<file path="config.mk">
export PLATFORM = sky130hd
export DESIGN_NAME = interrupt_priority_controller
export DESIGN_NICKNAME = d
export VERILOG_FILES = /design/src/rtl/interrupt_priority_controller.sv
export SDC_FILE = /design/constraint.sdc
export NUM_CORES = 1
export LEC_CHECK = 0
export BUFFER_PORTS_ARGS = -buffer_cell sky130_fd_sc_hd__clkbuf_2
export CAP_MARGIN = 20
export CORE_MARGIN = 4
export CORE_UTILIZATION = 48
export CTS_CLUSTER_DIAMETER = 40
export DETAILED_ROUTE_END_ITERATION = 16
export PLACE_DENSITY = 0.75
export SYNTH_ARGS = -nofsm -noshare
export SYNTH_HDL_FRONTEND = slang
export SYNTH_SLANG_ARGS = --single-unit
</file>
<file path="constraint.sdc">
create_clock -name CPUCLK_IN -period 1.75 [get_ports CPUCLK_IN]
set_clock_uncertainty 0.2 [all_clocks]
set_input_delay 0.0875 -clock CPUCLK_IN [delete_from_list [all_inputs] [get_ports CPUCLK_IN]]
set_output_delay 0.0875 -clock CPUCLK_IN [all_outputs]
set_load 0.03 [all_outputs]
</file>
<file path="src/rtl/interrupt_priority_controller.sv">
// rtl/interrupt_priority_controller.sv - 68000 interrupt priority encoder and IACK responder
// Define VECTORED_INT_EN for vectored acknowledge; the default build answers with autovector.
module interrupt_priority_controller #(
  parameter int         NUM_SOURCES = 7,
  parameter logic [7:0] VECTOR_BASE = 8'h40
) (
  input  logic                   CPUCLK_IN,
  input  logic                   RUN_IN,
  input  logic [NUM_SOURCES-1:0] INT_REQ_IN,
  input  logic                   AS_IN,
  input  logic                   UDS_IN,
  input  logic                   LDS_IN,
  input  logic [2:0]             MPU_STATUS_CODE_IN,
  input  logic [2:0]             ACK_LEVEL_IN,
  input  logic                   REG_WR_IN,
  input  logic [1:0]             REG_SEL_IN,
  input  logic [7:0]             REG_WDATA_IN,
  output logic [7:0]             REG_RDATA,
  output logic [2:0]             INT_LEVEL,
  output logic                   INT_AUTOVEC_REQ,
  output logic                   INT_VECTOR_REQ,
  output logic [7:0]             INT_VECTOR
);

  localparam int N = NUM_SOURCES;

  typedef enum logic [1:0] {IDLE, GRANT, SPUR} state_t;

  state_t       state_q, state_d;
  logic [N-1:0] sync1_q, sync1_d, sync2_q, sync2_d, sd_q, sd_d;
  logic [N-1:0] enable_q, enable_d, edge_q, edge_d, pending_q, pending_d;
  logic         spurious_q, spurious_d;
  logic [2:0]   int_level_q, int_level_d;
  logic [2:0]   ack_level_q, ack_level_d;

  logic [N-1:0] active, rise, clr, ack_onehot;
  logic         ackcyc, grant_ok, grant_entry, spur_entry;
  logic [2:0]   top_lvl;

  always_comb begin
    sync1_d     = INT_REQ_IN;
    sync2_d     = sync1_q;
    sd_d        = sync2_q;
    state_d     = state_q;
    ack_level_d = ack_level_q;
    enable_d    = enable_q;
    edge_d      = edge_q;
    spurious_d  = spurious_q;
    grant_entry = 1'b0;
    spur_entry  = 1'b0;
    grant_ok    = 1'b0;
    ack_onehot  = '0;
    top_lvl     = 3'd0;

    ackcyc = AS_IN & UDS_IN & LDS_IN & (MPU_STATUS_CODE_IN == 3'b111);
    active = pending_q & enable_q;
    rise   = sync2_q & ~sd_q;

    // Levels 0 and above NUM_SOURCES never match, so they fall through to SPUR.
    for (int i = 0; i < N; i++) begin
      if (ACK_LEVEL_IN == 3'(i + 1)) begin
        ack_onehot[i] = 1'b1;
        grant_ok      = active[i];
      end
      if (active[i]) top_lvl = 3'(i + 1);
    end

    case (state_q)
      IDLE: begin
        if (ackcyc) begin
          if (grant_ok) begin
            state_d     = GRANT;
            ack_level_d = ACK_LEVEL_IN;
            grant_entry = 1'b1;
          end else begin
            state_d    = SPUR;
            spur_entry = 1'b1;
          end
        end
      end
      GRANT, SPUR: begin
        if (!AS_IN) state_d = IDLE;
      end
      default: state_d = IDLE;
    endcase

    if (REG_WR_IN && REG_SEL_IN == 2'd0) enable_d = REG_WDATA_IN[N-1:0];
    if (REG_WR_IN && REG_SEL_IN == 2'd1) edge_d   = REG_WDATA_IN[N-1:0];

    clr = (grant_entry ? ack_onehot : '0)
        | ((REG_WR_IN && REG_SEL_IN == 2'd2) ? REG_WDATA_IN[N-1:0] : '0);

    // Edge bits hold until cleared (a new rise beats a clear); level bits follow S.
    pending_d = (edge_q & ((pending_q & ~clr) | rise)) | (~edge_q & sync2_q);

    if (REG_WR_IN && REG_SEL_IN == 2'd3 && REG_WDATA_IN[7]) spurious_d = 1'b0;
    if (spur_entry) spurious_d = 1'b1;

    int_level_d = top_lvl;
  end

  always_ff @(negedge CPUCLK_IN or negedge RUN_IN) begin
    if (!RUN_IN) begin
      state_q     <= IDLE;
      sync1_q     <= '0;
      sync2_q     <= '0;
      sd_q        <= '0;
      enable_q    <= '0;
      edge_q      <= '0;
      pending_q   <= '0;
      spurious_q  <= 1'b0;
      int_level_q <= 3'd0;
      ack_level_q <= 3'd0;
    end else begin
      state_q     <= state_d;
      sync1_q     <= sync1_d;
      sync2_q     <= sync2_d;
      sd_q        <= sd_d;
      enable_q    <= enable_d;
      edge_q      <= edge_d;
      pending_q   <= pending_d;
      spurious_q  <= spurious_d;
      int_level_q <= int_level_d;
      ack_level_q <= ack_level_d;
    end
  end

  always_comb begin
    REG_RDATA = 8'h00;
    case (REG_SEL_IN)
      2'd0: REG_RDATA = 8'(enable_q);
      2'd1: REG_RDATA = 8'(edge_q);
      2'd2: REG_RDATA = 8'(pending_q);
      2'd3: REG_RDATA = {spurious_q, 1'b0, state_q == GRANT, 2'b00, int_level_q};
      default: REG_RDATA = 8'h00;
    endcase
  end

  assign INT_LEVEL = int_level_q;

`ifdef VECTORED_INT_EN
  assign INT_AUTOVEC_REQ = 1'b0;
  assign INT_VECTOR_REQ  = (state_q == GRANT);
  assign INT_VECTOR      = (state_q == GRANT) ? VECTOR_BASE + {5'b00000, ack_level_q} : 8'h00;
`else
  logic unused_vec;
  assign unused_vec      = ^{VECTOR_BASE, ack_level_q};
  assign INT_AUTOVEC_REQ = (state_q == GRANT);
  assign INT_VECTOR_REQ  = 1'b0;
  assign INT_VECTOR      = 8'h00;
`endif

endmodule

</file>
==> metrics.cfg <==
[sta]
setup_viol = 36
hold_viol = 0
fin_ws_ns = -1.02
rsz0062_at_grt = true
holdWs_ns = 0.0982
drv_slew = 0
finalSetupTns_ns = -10.94

[place]
dpl_cell_area_um2 = 2840
port_buffers = 40
place.gp.congestion = 0.853
post-place-ws_ns = -0.809
hpwl_um = 4040
place_inst = 320

[global_route]
grt_pass1_vias = 2026
grt_pass1_wl_um = 9630
antenna_found_initial = 0
grt_start_max_net_pins = 39
grt_use_total_pct = 23.7
overflow = 0

[cells_and_area]
antenna_cells = 0
layoutNonFillerInstCount = 342
fin_util_pct = 84.6
final_nets = 322
area_growth_pct = 64.9
fin_area_um2 = 3510
drive_gt1_share_pct = 55.8

[setup_path]
crit_path_top_delay_cell = mux4_2
path_depth = 4
worstSetupStartpointType = flop
critPathMaxFanout = 2
path_buf_inv = 2
worstPathCellList = inv_2 -> ha_4 -> mux4_2 -> buf_8
max_stage_delay_ns = 0.48
worstPathArrival_ns = 2.49
end_kind = primary output
r2r_cells = 8
worst-setup-path-type = reg2out
crit_family = multiplexers
reg2reg_slack_ns = -0.33
critical_path_required_ns = 1.46

[power_and_ir_drop]
vdd_ir_drop_max_mv = 0.713
totalPowerFinal_mw = 3.68
p_leak_nw = 1.62
power_density_nw_per_um2 = 1050

[min_path]
hold_path_class = reg2reg
whs_path_depth = 0

[run_status]
violations = setup timing
status = finished, violations left

[floorplanning]
io_pins = 50
fp-row-count = 23
initial_core_util_pct = 51.3
die_y_um = 74.6
core_region_area_um2 = 4140
die_x_um = 74.6
dieArea_um2 = 5560

[clock_tree]
clk_latency_ns = 0.31
cts_tree = done
htreeDepth = 2
cts_sinks = 48
cts_max_path_buffers = 2
numCtsBuffers = 5
root_buffer = clkbuf_8
clkSlewWorstSetupHoldPaths_ns = 0.06

[detailed_routing]
dr_total_vias = 1926
detailedRoute.firstPassIterationCount = 4
ant_nets = 0
wire_per_inst_um = 20.3
routed_wl_um = 6940
drc = 0
vias_per_cell = 5.63
drtIter0Drc = 54

[logic_synthesis]
netlist_instances = 186
synthFlopType = dfrtn_1
synth.largest_area_cell = dfrtn_1
avgSynthCellArea_um2 = 11.4
ys_ff_latch = 48
netlist_area_um2 = 2130
ys_seq_area_share_pct = 56.5
yosysWarnings = 0
synth_area_leaders = dfrtn_1 57%, mux2_2 7.4%, nand2_1 7.2%
synth_edf_count = 0
ys_types = 39
synthArstFlopShare_pct = 100
yosys.area.top_type_share_pct = 56.5

[run]
max_cap_violations = 0

-- path summary, 6_finish.rpt --
path / start / end
hold reg to reg: sync1_q[2]$_DFF_NN0_ / sd_d[2]$_DFF_NN0_
setup reg to reg: state_q[0]$_DFFE_NN0P_ / pending_q[1]$_DFF_NN0_
hold / removal: sync1_q[2]$_DFF_NN0_ / sd_d[2]$_DFF_NN0_
min in group asynchronous: RUN_IN / sd_q[1]$_DFF_NN0_
setup / recovery: state_q[1]$_DFFE_NN0P_ / REG_RDATA[5]
max in group asynchronous: RUN_IN / pending_q[6]$_DFF_NN0_
-- per-layer routing --
layer / routed length (um) / vias up / part of all wire, % / GRT usage [%]
met5: 0 / - / 0 / 0
met4: 144 / 0 / 2.1 / 8.30
met2: 3650 / 93 / 53 / 42.2
met3: 456 / 15 / 6.6 / 3.78
met1: 2690 / 968 / 39 / 29.1
li1: - / 850 / - / -
-- where the power goes --
part / switching, mW / leakage, nW / internal [mW]
sequential: 0.108 / 0.566 / 1.29
clock: 0.413 / 0.0548 / 0.431
combinational: 0.697 / 1.00 / 0.743
total: 1.22 / 1.62 / 2.46
-- synth_stat cells, drive strengths merged, types with 2 or more instances --
master	count
a211oi	2
a21boi	2
a21oi	2
and2	2
buf	11
clkbuf	2
dfrtn	48
ha	2
inv	4
mux2	14
mux2i	3
mux4	4
nand2	41
nand3	8
nand3b	2
nand4	2
nand4b	2
nor2	4
nor3	2
nor4	2
o21ai	13
-- state kept, by name (all words and copies together) (netlist names) --
| signal | cells |
|---|---|
| INT_LEVEL | 3 |
| edge_q | 7 |
| enable_q | 7 |
| pending_q | 7 |
| sd_d | 7 |
| sd_q | 7 |
| spurious_q | 1 |
| state_q | 2 |
| sync1_q | 7 |
-- kinds of logic (layout without fill, tap and decap cells) --
| family | count (synthesis) | count (layout) | synth area share, % |
|---|---|---|---|
| multiplexers | 21 | 21 | 13.1 |
| other | 1 | 9 | 0.176 |
| flip-flops | 48 | 48 | 56.5 |
| AND/OR/NAND/NOR | 72 | 72 | 16.8 |
| AO/OA/AOI/OAI | 25 | 25 | 7.59 |
| adder cells (fa/ha/maj) | 2 | 2 | 1.18 |
| buffers and inverters | 17 | 115 | 4.71 |
-- placed cells by master, fill, tap and decap left out, types with 4 or more instances in the layout --
cell	count
buf_8	10
clkbuf_2	18
nand2_1	36
nand3_1	8
o21ai_2	6
dfrtn_1	48
o21ai_1	5
conb_1	9
mux2_2	7
clkbuf_16	4
mux2_4	7
buf_4	52
mux4_2	4
buf_6	13
clkbuf_8	8
-- timing repair --
item / in CTS / in global routing
hold buffers: 0 / 0
buffers inserted: 8 / 8
setup endpoints to repair: 36 / 36
endpoints found under the hold margin: 0 / 0
gates resized for setup: 63 / 31
pin swaps: 9 / 11
-- layout make-up --
class | instances | area, um^2
clock buffers | 5 | 68.8
clock inverters | 3 | 46.3
fillers | 203 | 638
inverters | 4 | 20.0
multi-input cells | 129 | 1130
flip-flops and latches | 48 | 1200
well taps | 50 | 62.6
repair buffers | 103 | 978
Note: power is estimated with default switching activity, not from simulation.
